## src/rtl/seq_comparator_nb.sv

```systemverilog
// Digit-serial magnitude comparator: walks two WIDTH-bit operands MSB-first,
// DIGIT bits per cycle, signed or unsigned, and stops at the first differing digit.
module seq_comparator_nb #(
  parameter  int WIDTH = 32,
  parameter  int DIGIT = 8,
  localparam int NDIG  = WIDTH / DIGIT,
  localparam int CW    = $clog2(NDIG + 1)
) (
  input  logic             clk,
  input  logic             rst_n,
  input  logic             start,
  input  logic [WIDTH-1:0] a,
  input  logic [WIDTH-1:0] b,
  input  logic             s,
  output logic             busy,
  output logic             done,
  output logic             a_eq_b,
  output logic             a_gt_b,
  output logic             a_lt_b,
  output logic [CW-1:0]    cycles,
  output logic [1:0]       dbg_state
);

  localparam int IW = (NDIG > 1) ? $clog2(NDIG) : 1;

  typedef enum logic [1:0] {
    S_IDLE = 2'd0,
    S_CMP  = 2'd1,
    S_DONE = 2'd2
  } state_t;

  state_t           state_q, state_d;
  logic [WIDTH-1:0] a_q, a_d;
  logic [WIDTH-1:0] b_q, b_d;
  logic             s_q, s_d;
  logic [IW-1:0]    idx_q, idx_d;
  logic [CW-1:0]    cnt_q, cnt_d;
  logic [CW-1:0]    cycles_q, cycles_d;
  logic             eq_q, eq_d;
  logic             gt_q, gt_d;
  logic             lt_q, lt_d;

  logic [DIGIT-1:0] da, db;
  logic             accept;

  // Handshake: a request is taken on any edge where start=1 and the unit is
  // not in CMP (IDLE or DONE); start during CMP is simply dropped.
  assign accept = start && (state_q != S_CMP);

  always_comb begin
    state_d  = state_q;
    a_d      = a_q;
    b_d      = b_q;
    s_d      = s_q;
    idx_d    = idx_q;
    cnt_d    = cnt_q;
    cycles_d = cycles_q;
    eq_d     = eq_q;
    gt_d     = gt_q;
    lt_d     = lt_q;

    da = a_q[idx_q*DIGIT +: DIGIT];
    db = b_q[idx_q*DIGIT +: DIGIT];
    // Flipping the sign bit maps two's complement order onto unsigned order.
    if (s_q && (idx_q == IW'(NDIG - 1))) begin
      da[DIGIT-1] = ~da[DIGIT-1];
      db[DIGIT-1] = ~db[DIGIT-1];
    end

    case (state_q)
      S_IDLE, S_DONE: begin
        state_d = S_IDLE;
        if (accept) begin
          state_d  = S_CMP;
          a_d      = a;
          b_d      = b;
          s_d      = s;
          idx_d    = IW'(NDIG - 1);
          cnt_d    = '0;
          cycles_d = '0;
          eq_d     = 1'b0;
          gt_d     = 1'b0;
          lt_d     = 1'b0;
        end
      end
      S_CMP: begin
        cnt_d = cnt_q + CW'(1);
        if (da > db) begin
          gt_d     = 1'b1;
          cycles_d = cnt_q + CW'(1);
          state_d  = S_DONE;
        end else if (da < db) begin
          lt_d     = 1'b1;
          cycles_d = cnt_q + CW'(1);
          state_d  = S_DONE;
        end else if (idx_q == '0) begin
          eq_d     = 1'b1;
          cycles_d = cnt_q + CW'(1);
          state_d  = S_DONE;
        end else begin
          idx_d = idx_q - IW'(1);
        end
      end
      default: state_d = S_IDLE;
    endcase
  end

  always_ff @(posedge clk or negedge rst_n) begin
    if (!rst_n) begin
      state_q  <= S_IDLE;
      a_q      <= '0;
      b_q      <= '0;
      s_q      <= 1'b0;
      idx_q    <= '0;
      cnt_q    <= '0;
      cycles_q <= '0;
      eq_q     <= 1'b0;
      gt_q     <= 1'b0;
      lt_q     <= 1'b0;
    end else begin
      state_q  <= state_d;
      a_q      <= a_d;
      b_q      <= b_d;
      s_q      <= s_d;
      idx_q    <= idx_d;
      cnt_q    <= cnt_d;
      cycles_q <= cycles_d;
      eq_q     <= eq_d;
      gt_q     <= gt_d;
      lt_q     <= lt_d;
    end
  end

  assign busy      = (state_q == S_CMP);
  assign done      = (state_q == S_DONE);
  assign a_eq_b    = eq_q;
  assign a_gt_b    = gt_q;
  assign a_lt_b    = lt_q;
  assign cycles    = cycles_q;
  assign dbg_state = state_q;

endmodule

```

## config.mk

```make
export PLATFORM = sky130hd
export DESIGN_NAME = seq_comparator_nb
export DESIGN_NICKNAME = d
export VERILOG_FILES = /design/src/rtl/seq_comparator_nb.sv
export SDC_FILE = /design/constraint.sdc
export NUM_CORES = 1
export LEC_CHECK = 0
export BUFFER_PORTS_ARGS = -buffer_cell sky130_fd_sc_hd__buf_2
export CELL_PAD_IN_SITES_DETAIL_PLACEMENT = 0
export CELL_PAD_IN_SITES_GLOBAL_PLACEMENT = 1
export CORE_MARGIN = 2
export CORE_UTILIZATION = 41
export CTS_CLUSTER_SIZE = 20
export DETAILED_ROUTE_END_ITERATION = 10
export MAX_ROUTING_LAYER = met4
export PLACE_DENSITY = 0.9
export REMOVE_ABC_BUFFERS = 1
export SYNTH_ARGS = -nofsm -noshare
export SYNTH_HDL_FRONTEND = slang
export SYNTH_SLANG_ARGS = --single-unit
```

## constraint.sdc

```tcl
create_clock -name clk -period 3.1 [get_ports clk]
set_input_delay 0.31 -clock clk [delete_from_list [all_inputs] [get_ports clk]]
set_output_delay 0.31 -clock clk [all_outputs]
set_load 0.01 [all_outputs]
```

==> qor.yml, run 1 <==
clkLatencyLatePin_ns: 0.35
fp.dieH_um: 98.6
worstPathArrival_ns: 2.97
rrSetupSlack_ns: 0.36
track_usage_pct: 18.0
drcViolationCount: 0
crit_end: "cycles[0]$_DFFE_PN0P_"
slew_violations: 0
leakage_uw: 0.00234
rsz0062_at_grt: "false"
diodes: 0
r2r-start: "idx_q[0]$_DFFE_PN0P_"
endpoint_kind: "register"
critPathMaxFanout: 19
synth_cell_types: 30
yosysSeqAreaShare_pct: 53.2
critPathRequiredTime_ns: 3.33
gp_congestion: 0.796
clk_pin_slew_worst_paths_ns: 0.07
synth_area_mm2: 0.00367
antenna_found_initial: 0
h-tree-depth: 3
finalSetupViolCount: 0
drtIter0Drc: 102
wl_mm: 7.60
grt_pass1_vias: 2874
rr_worst_depth: 8
overflow: 0
drv_cap: 0
skew_ns: 0.00877
dieArea_mm2: 0.00973
synthCells: 384
max-slew-margin-rel_pct: 36.1
dpl-instance-area_mm2: 0.00416
ys_seq_elements: 78
dp_hpwl_mm: 5.56
vias: 2720
ctsHoldBuffers: 0
worstReg2RegEnd: "cycles[0]$_DFFE_PN0P_"
dp.cells: 553
critPathLaunchType: "register"
grt_max_degree: 79
core-area_mm2: 0.00872
die_width_um: 98.6
ys_warn_count: 0
initial_utilization_pct: 42.1
hp-class: "in -> async"
finalCriticalPeriod_ns: 2.74
drt-pass1-iter-count: 4
fin_crit_sh_pct: 88.4
hold_viol: 0
total_power_uw: 3850
ir_worst_vdd_v: 0.000294
root_buffer: "clkbuf_8"
max_freq_mhz: 365
layout.nets: 535
ioPinCount: 78
crit_path_start: "idx_q[0]$_DFFE_PN0P_"
postSynthAreaPerCell_um2: 9.56
routedWlPerCell_um: 13.4
drive_above_1_share_pct: 26.1
cts_resized: 0
cts_buffers: 9
worst_pin_slew_ns: 0.959
viasPerCell: 4.79
worst_slack_ns: 0.358
status: "complete, no violations"
num_rows: 34
clock_sinks: 78
fin_area_mm2: 0.00432
tritoncts: "built"
stdcell_count: 568
areaGrowthSynthToFinish_pct: 17.6
power_density_mw_per_mm2: 893
worstSetupPathType: "reg -> reg"
io_buffers: 77
ant_nets: 0
cts_setup_buffers: 0
place_ws_ns: 0.365
clock_path_buffers: 2
grt_pass1_wl_mm: 13.5
==> cell type report <==
type	instances	area (µm²)
clock buffers	10	128
clock inverters	5	27.5
fillers	840	4410
inverters	11	41.3
multi-input cells	275	1600
flip-flops and latches	78	1950
well taps	108	135
repair buffers	81	430
==> state kept, by name (all words and copies together), names as in the netlist <==
signal / count
a_eq_b: 1
a_gt_b: 1
a_lt_b: 1
a_q: 32
b_q: 32
cnt_q: 3
cycles: 3
dbg_state: 2
idx_q: 2
s_q: 1
==> Yosys cell counts (all sizes together) <==
master | count | area, µm²
nor3 | 1 | 5.00
a31oi | 2 | 18.8
a21o | 1 | 8.76
nor2b | 3 | 18.8
o21a | 3 | 22.5
a211oi | 1 | 7.51
buf | 11 | 52.6
and2 | 1 | 6.26
nand2 | 204 | 766
inv | 11 | 41.3
a311oi | 2 | 35.0
a21oi | 5 | 25.0
mux2i | 1 | 10.0
nand2b | 2 | 12.5
dfrtp | 78 | 1950
xor2 | 2 | 17.5
clkbuf | 9 | 33.8
xnor2 | 1 | 8.76
a22o | 4 | 35.0
o21ai | 7 | 38.8
nor2 | 6 | 25.0
mux4 | 16 | 360
nand4 | 1 | 21.3
and4 | 1 | 11.3
ha | 11 | 138
==> logic make-up after synthesis <==
kind of cell | Yosys count | share of synthesized area (%)
adder cells (fa/ha/maj) | 11 | 3.75
AO/OA/AOI/OAI | 25 | 5.21
multiplexers | 17 | 10.1
flip-flops | 78 | 53.2
buffers and inverters | 31 | 3.48
XOR/XNOR | 3 | 0.716
AND/OR/NAND/NOR | 219 | 23.6
==> worst min path at each step <==
| stage | to | cells after the start |
|---|---|---|
| floorplan | a_eq_b$_DFFE_PN0P_ | 0 |
| global placement | a_q[10]$_DFFE_PN0P_ | 2 |
| finish | a_q[8]$_DFFE_PN0P_ | 1 |
| global route | b_q[27]$_DFFE_PN0P_ | 3 |
| detailed placement | a_q[19]$_DFFE_PN0P_ | 2 |
| CTS | b_q[8]$_DFFE_PN0P_ | 3 |
==> cell usage in the layout (no fill, tap or decap) <==
cell type,n
a21oi_1,5
a31oi_2,1
a22o_1,4
clkbuf_8,9
nand2_1,204
mux4_2,16
a31oi_1,1
a311oi_4,1
o21ai_2,1
xnor2_1,1
nor2_2,1
and4_4,1
ha_1,11
nor2b_1,2
xor2_1,2
nor2_1,5
inv_1,11
a311oi_1,1
a21o_2,1
mux2i_1,1
nand4_4,1
clkinv_2,4
dfrtp_1,78
nand2b_1,1
nand2b_2,1
clkinvlp_4,1
nor2b_4,1
o21ai_0,6
nor3_1,1
clkbuf_1,1
and2_1,1
buf_4,4
a211oi_1,1
o21a_1,3
buf_12,1
buf_2,76
==> metrics by stage <==
stage                     hold WS [ns]  util (%)  TNS [ns]
after floorplan                 0.0144         -     -1.44
after global routing             0.143      49.5         0
after global placement           0.459      47.7         0
final                            0.117      49.5         0
after CTS                        0.141      49.5         0
after detailed placement         0.460      47.7         0
==> worst max-delay path, stage by stage (launching register included) <==
cell and delay (ns):
dfrtp_1 0.46, buf_12 0.22, mux4_2 0.53, ha_1 0.32
and4_4 0.25, nand4_4 0.13, a311oi_4 0.39, nor2_2 0.10
a22o_1 0.24
==> layer usage <==
| layer | up-vias | part of all wire, % | global-route usage, % |
|---|---|---|---|
| li1 | 1375 | - | - |
| met1 | 1277 | 48 | 24.2 |
| met2 | 60 | 47 | 27.1 |
| met3 | 8 | 4.7 | 5.11 |
| met4 | 0 | 0.78 | 4.64 |
| met5 | - | 0 | - |
==> where the power goes <==
| group | total, µW | switching, µW | internal [µW] |
|---|---|---|---|
| logic | 1510 | 840 | 673 |
| clock network | 627 | 346 | 280 |
| registers | 1710 | 256 | 1460 |
Power figures use the tool's default switching activity.
==> inputs of run 2 (changes only) <==
--- a/config.mk
+++ b/config.mk
@@ -6,14 +6,12 @@
 export NUM_CORES = 1
 export LEC_CHECK = 0
 export BUFFER_PORTS_ARGS = -buffer_cell sky130_fd_sc_hd__buf_2
-export CELL_PAD_IN_SITES_DETAIL_PLACEMENT = 0
-export CELL_PAD_IN_SITES_GLOBAL_PLACEMENT = 1
 export CORE_MARGIN = 2
-export CORE_UTILIZATION = 41
+export CORE_UTILIZATION = 52
 export CTS_CLUSTER_SIZE = 20
 export DETAILED_ROUTE_END_ITERATION = 10
 export MAX_ROUTING_LAYER = met4
-export PLACE_DENSITY = 0.9
+export PLACE_DENSITY = 0.88
 export REMOVE_ABC_BUFFERS = 1
 export SYNTH_ARGS = -nofsm -noshare
 export SYNTH_HDL_FRONTEND = slang
==> run 2 against run 1 <==
Non-clock buffer count is 3 higher. Critical endpoint is now cycles[1]$_DFFE_PN0P_. Via count up 4.9%. Flip-flop and latch count unchanged. Combinational power barely moved.
==> qor.yml, run 2 (synthesized netlist as in run 1, its figures left out) <==
status: "complete, no violations"
worstReg2RegEnd: "cycles[1]$_DFFE_PN0P_"
core-area_mm2: 0.00683  # -22%
overflow: 0  # unchanged
cts_setup_buffers: 0  # unchanged
dieArea_mm2: 0.00775  # -20%
worst_pin_slew_ns: 0.953  # -0.00619 ns
wl_mm: 7.50  # -1.4%
max_stage_delay_ns: 0.51  # -0.02 ns
max-slew-margin-rel_pct: 36.5  # +0.41 points
grt_max_degree: 79  # unchanged
endpoint_kind: "register"
areaGrowthSynthToFinish_pct: 17.9
critPathLaunchType: "register"
diodes: 0  # unchanged
slew_violations: 0  # unchanged
num_rows: 30  # -12%
drv_cap: 0  # unchanged
skew_ns: 0.00715  # -0.00162 ns
clock_path_buffers: 2  # unchanged
ioPinCount: 78  # unchanged
vias: 2854  # +4.9%
slowest_stage: "mux4_2"
grt_pass1_vias: 2927  # +1.8%
final_common_cell: "nand2_1"
crit_family: "compound AO/OA/AOI/OAI gates"
track_usage_pct: 22.9  # +5.0 points
tritoncts: "built"
clk_pin_slew_worst_paths_ns: 0.07  # about the same
power_density_mw_per_mm2: 909  # +1.8%
max_freq_mhz: 372  # +2.0%
ctsHoldBuffers: 0  # unchanged
critPathRequiredTime_ns: 3.34  # about the same
rsz0062_at_grt: "false"
total_power_uw: 3940  # +2.1%
critPathMaxFanout: 6  # -13
root_buffer: "clkbuf_8"
whs_ns: 0.108  # -0.00885 ns
fp.dieH_um: 88.0  # -11%
ant_nets: 0  # unchanged
viasPerCell: 5.11  # +6.8%
layout.nets: 538  # +0.56%
h-tree-depth: 3  # unchanged
drt-pass1-iter-count: 4  # unchanged
fin_crit_sh_pct: 86.7  # -1.7 points
worstPathArrival_ns: 2.93  # -0.04 ns
initial_utilization_pct: 53.7  # +12 points
clock_sinks: 78  # unchanged
worstSetupPathType: "reg -> reg"
io_buffers: 77  # unchanged
drcViolationCount: 0  # unchanged
worst_slack_ns: 0.411  # +0.0527 ns
rrSetupSlack_ns: 0.41  # +0.05 ns
r2r-start: "idx_q[0]$_DFFE_PN0P_"
ir_worst_vdd_v: 0.000341  # +16%
rr_worst_depth: 8  # unchanged
dp.cells: 544  # -1.6%
finalCriticalPeriod_ns: 2.69  # -0.0527 ns
hp-class: "in -> async"
finalSetupViolCount: 0  # unchanged
mostFrequentLayoutCells: "nand2_1 (204), dfrtp_1 (78), buf_2 (76), mux4_2 (16), clkbuf_8 (12)"
drtIter0Drc: 192  # +88%
cts_buffers: 9  # unchanged
leakage_uw: 0.00236  # +0.67%
place_ws_ns: 0.403  # +0.0384 ns
gp_congestion: 0.799  # +0.41%
path_buf_inv: 1  # unchanged
hold_viol: 0  # unchanged
path_cells: "buf_4 -> mux4_2 -> ha_1 -> and4_4 -> nand4_4 -> a311oi_4 -> nor2_2 -> a22o_1"
die_width_um: 88.0  # -11%
grt_pass1_wl_mm: 13.1  # -2.9%
largestRegisters: "a_q x32, b_q x32"
stdcell_count: 558  # -1.8%
dp_hpwl_mm: 5.46  # -1.8%
clkLatencyLatePin_ns: 0.35  # about the same
drive_above_1_share_pct: 26.4  # +0.32 points
routedWlPerCell_um: 13.4  # +0.41%
antenna_found_initial: 0  # unchanged
cts_resized: 0  # unchanged
-- run 2: changes by cell type in the layout (fill, tap and decap cells not counted), sizes merged --
cell      delta
buf          +3
clkbuf       +3
clkinv       -3
clkinvlp     -1
-- run 2: cell type report --
class                   instances  area [µm²]
clock buffers                  13         169
clock inverters                 1        5.00
fillers                       577        2500
inverters                      11        41.3
multi-input cells             275        1600
flip-flops and latches         78        1950
well taps                      96         120
repair buffers                 84         440
-- run 2: worst max path at each step --
stage	from	to	slack, ns	depth (start not counted)
2_1_floorplan	dbg_state[0]$_DFFE_PN0P_	cycles[2]$_DFFE_PN0P_	-0.38	4
3_3_place_gp	idx_q[0]$_DFFE_PN0P_	cycles[0]$_DFFE_PN0P_	0.48	8
3_5_place_dp	idx_q[0]$_DFFE_PN0P_	cycles[0]$_DFFE_PN0P_	0.40	8
4_1_cts	idx_q[0]$_DFFE_PN0P_	cycles[1]$_DFFE_PN0P_	0.40	8
5_1_grt	idx_q[0]$_DFFE_PN0P_	cycles[2]$_DFFE_PN0P_	0.27	8
6_report	idx_q[0]$_DFFE_PN0P_	cycles[1]$_DFFE_PN0P_	0.41	8
-- run 2: power breakdown --
part | leakage, µW | switching [µW] | internal, µW
Sequential | 0.000961 | 263 | 1460
Combinational | 0.00130 | 854 | 672
Clock | 0.0000914 | 342 | 347
-- run 2: worst reg2reg max path: stages, from the launching register on --
cell and delay [ns]:
dfrtp_1 0.46, buf_4 0.22, mux4_2 0.51, ha_1 0.32, and4_4 0.26, nand4_4 0.13, a311oi_4 0.36, nor2_2 0.09
a22o_1 0.23
-- run 2: per-stage QoR --
stage	utilization, %	TNS [ns]	cell area (µm²)
floorplan	-	-1.44	3580
global placement	60.8	0	4160
detailed placement	60.8	0	4160
CTS	63.4	0	4330
global route	63.4	0	4330
finish	63.4	0	4330
-- run 2: layer usage --
| metal | vias to the layer above | track usage (%) | routed length, µm |
|---|---|---|---|
| met5 | - | - | 0 |
| li1 | 1384 | - | - |
| met2 | 85 | 34.9 | 3580 |
| met4 | 0 | 10.1 | 165 |
| met3 | 15 | 5.28 | 466 |
| met1 | 1370 | 29.8 | 3280 |
==> inputs of run 3 (changes only) <==
==> constraint.sdc (replaced) <==
create_clock -name clk -period 2.92 [get_ports clk]
set_input_delay 0.292 -clock clk [delete_from_list [all_inputs] [get_ports clk]]
set_output_delay 0.292 -clock clk [all_outputs]
set_load 0.01 [all_outputs]
==> run 3 against run 2 <==
Final cell count is 0.36% higher. Clock power increased by 27%. First-iteration DRC count shrank 4.7%. Utilization is 0.60 points higher. Final area rose by 0.95%. Clock-buffer cell count fell by 3. Routed wire length rose by 4.8%. Sequential power increased by 6%. Clock skew down 0.0027 ns. Largest cell class unchanged.
==> qor.yml, run 3 (synthesized netlist as in run 1, its figures left out) <==
antenna_found_initial: 0  # unchanged
multi_input_area_mm2: 0.00160  # unchanged
worstSetupPathType: "reg -> reg"
worstPathArrival_ns: 2.94  # about the same
rrSetupSlack_ns: 0.23  # -0.18 ns
clock_path_buffers: 2  # unchanged
layout.nets: 538  # unchanged
worst_pin_slew_ns: 0.949  # -0.00420 ns
initial_utilization_pct: 53.7  # unchanged
endpoint_kind: "register"
gp_congestion: 0.769  # -3.8%
p_int_uw: 2750  # +11%
finalSetupViolCount: 0  # unchanged
overflow: 0  # unchanged
wl_mm: 7.86  # +4.8%
ir_worst_vdd_v: 0.000469  # +38%
status: "complete, no violations"
total_power_uw: 4340  # +10%
skew_ns: 0.00442  # -0.00273 ns
nFillCells: 553  # -4.2%
areaGrowthSynthToFinish_pct: 19.1
track_usage_pct: 23.7  # +0.73 points
grt_pass1_wl_mm: 13.3  # +1.9%
combPwrFrac_pct: 38.0  # -0.8 points
critPathMaxFanout: 5  # -1
grt_max_degree: 79  # unchanged
dieArea_mm2: 0.00775  # unchanged
power_density_mw_per_mm2: 994  # +9.3%
die_width_um: 88.0  # unchanged
hold_viol: 0  # unchanged
finalCriticalPeriod_ns: 2.69  # +0.00265 ns
drt-pass1-iter-count: 4  # unchanged
viasPerCell: 5.04  # -1.4%
power.share.switching_pct: 36.8  # -0.28 points
max-slew-margin-rel_pct: 36.8  # +0.28 points
drv_cap: 0  # unchanged
drtIter0Drc: 183  # -4.7%
cts_resized: 0  # unchanged
io_buffers: 77  # unchanged
fin_area_mm2: 0.00437  # +0.95%
vias: 2823  # -1.1%
hp-class: "in -> async"
diodes: 0  # unchanged
grt_pass1_vias: 2907  # -0.68%
final_common_cell: "nand2_1"
largestRegisters: "a_q x32, b_q x32"
drcViolationCount: 0  # unchanged
rsz0062_at_grt: "false"
root_buffer: "clkbuf_8"
mostFrequentLayoutCells: "nand2_1 (204), dfrtp_1 (77), buf_2 (76), mux4_2 (16)"
busiest_layer: "met2"
met2_usage_pct: 38.8  # +3.9 points
clk_pin_slew_worst_paths_ns: 0.08  # about the same
core-area_mm2: 0.00683  # unchanged
ant_nets: 0  # unchanged
drive_above_1_share_pct: 26.9  # +0.53 points
ctsHoldBuffers: 0  # unchanged
ioPinCount: 78  # unchanged
cts_setup_buffers: 0  # unchanged
clock_sinks: 78  # unchanged
fp.dieH_um: 88.0  # unchanged
num_rows: 30  # unchanged
cts_buffers: 9  # unchanged
h-tree-depth: 3  # unchanged
routedWlPerCell_um: 14.0  # +4.4%
dpl-instance-area_mm2: 0.00416  # unchanged
slew_violations: 0  # unchanged
tritoncts: "built"
met1_usage_pct: 28.3  # -1.4 points
leakage_uw: 0.00237  # +0.62%
critPathLaunchType: "register"
max_freq_mhz: 372  # about the same
fin_crit_sh_pct: 92.2  # +5.4 points
dp_hpwl_mm: 5.75  # +5.4%
p_switching_uw: 1600  # +9.5%
use_met3_pct: 6.22  # +0.94 points
clkLatencyLatePin_ns: 0.36  # about the same
seqCellArea_mm2: 0.00195  # about the same
p_seq_share_pct: 41.9  # -1.8 points
clockPowerShare_pct: 20.1  # +2.6 points
critPathRequiredTime_ns: 3.17  # -0.17 ns
[run 3: worst paths after layout]
path / from / to / cells past startpoint
max: idx_q[0]$_DFFE_PN0P_ / cycles[1]$_DFFE_PN0P_ / 8
min reg2reg: a_q[7]$_DFFE_PN0P_ / a_q[7]$_DFFE_PN0P_ / 2
min in group clk: a[27] / a_q[27]$_DFFE_PN0P_ / 3
max in group asynchronous: rst_n / idx_q[0]$_DFFE_PN0P_ / 1
min: rst_n / b_q[6]$_DFFE_PN0P_ / 1
max reg2reg: idx_q[0]$_DFFE_PN0P_ / cycles[1]$_DFFE_PN0P_ / 8
[run 3: power by group through the flow]
| stage | Combinational, µW | Clock (µW) | Sequential [µW] |
|---|---|---|---|
| 6_report | 1650 | 875 | 1820 |
| 5_1_grt | 1870 | 945 | 1880 |
| 4_1_cts | 1660 | 897 | 1820 |
| 3_5_place_dp | 1630 | 0 | 1840 |
| 3_3_place_gp | 1530 | 0 | 1820 |
| 2_1_floorplan | 1210 | 0 | 1760 |
[run 3: stage by stage]
stage          hold slack, ns  worst slack (ns)  util (%)  TNS (ns)  std cells
5_1_grt                 0.114            0.0565      64.0         0        560
3_5_place_dp            0.461             0.143      60.8         0        544
6_report               0.0726             0.228      64.0         0        560
3_3_place_gp            0.453             0.292      60.8         0        544
4_1_cts                 0.105             0.151      64.0         0        560
2_1_floorplan        -0.00359            -0.562         -     -2.66        364
[run 3: per-layer routing]
metal	wire length [µm]	vias to the layer above	part of all wire (%)
met2	3960	80	50
met4	149	0	1.9
met1	3330	1344	42
li1	-	1384	-
met5	0	-	0
met3	414	15	5.3
[run 3: final cells by class]
type                            instances  share of cell area (%)
Sequential cell                        78                    44.7
Multi-Input combinational cell        275                    36.6
Timing Repair Buffer                   84                    10.1
Clock buffer                           10                    2.92
Tap cell                               96                    2.75
Clock inverter                          6                    1.98
Inverter                               11                   0.945
[run 3: worst max-delay path, stage by stage, from the launching register on]
cell	delay, ns
dfrtp_2	0.44
mux4_2	0.54
xor2_1	0.17
ha_1	0.34
and4_4	0.27
nand4_4	0.13
a311oi_4	0.36
nor2_2	0.09
a22o_1	0.24
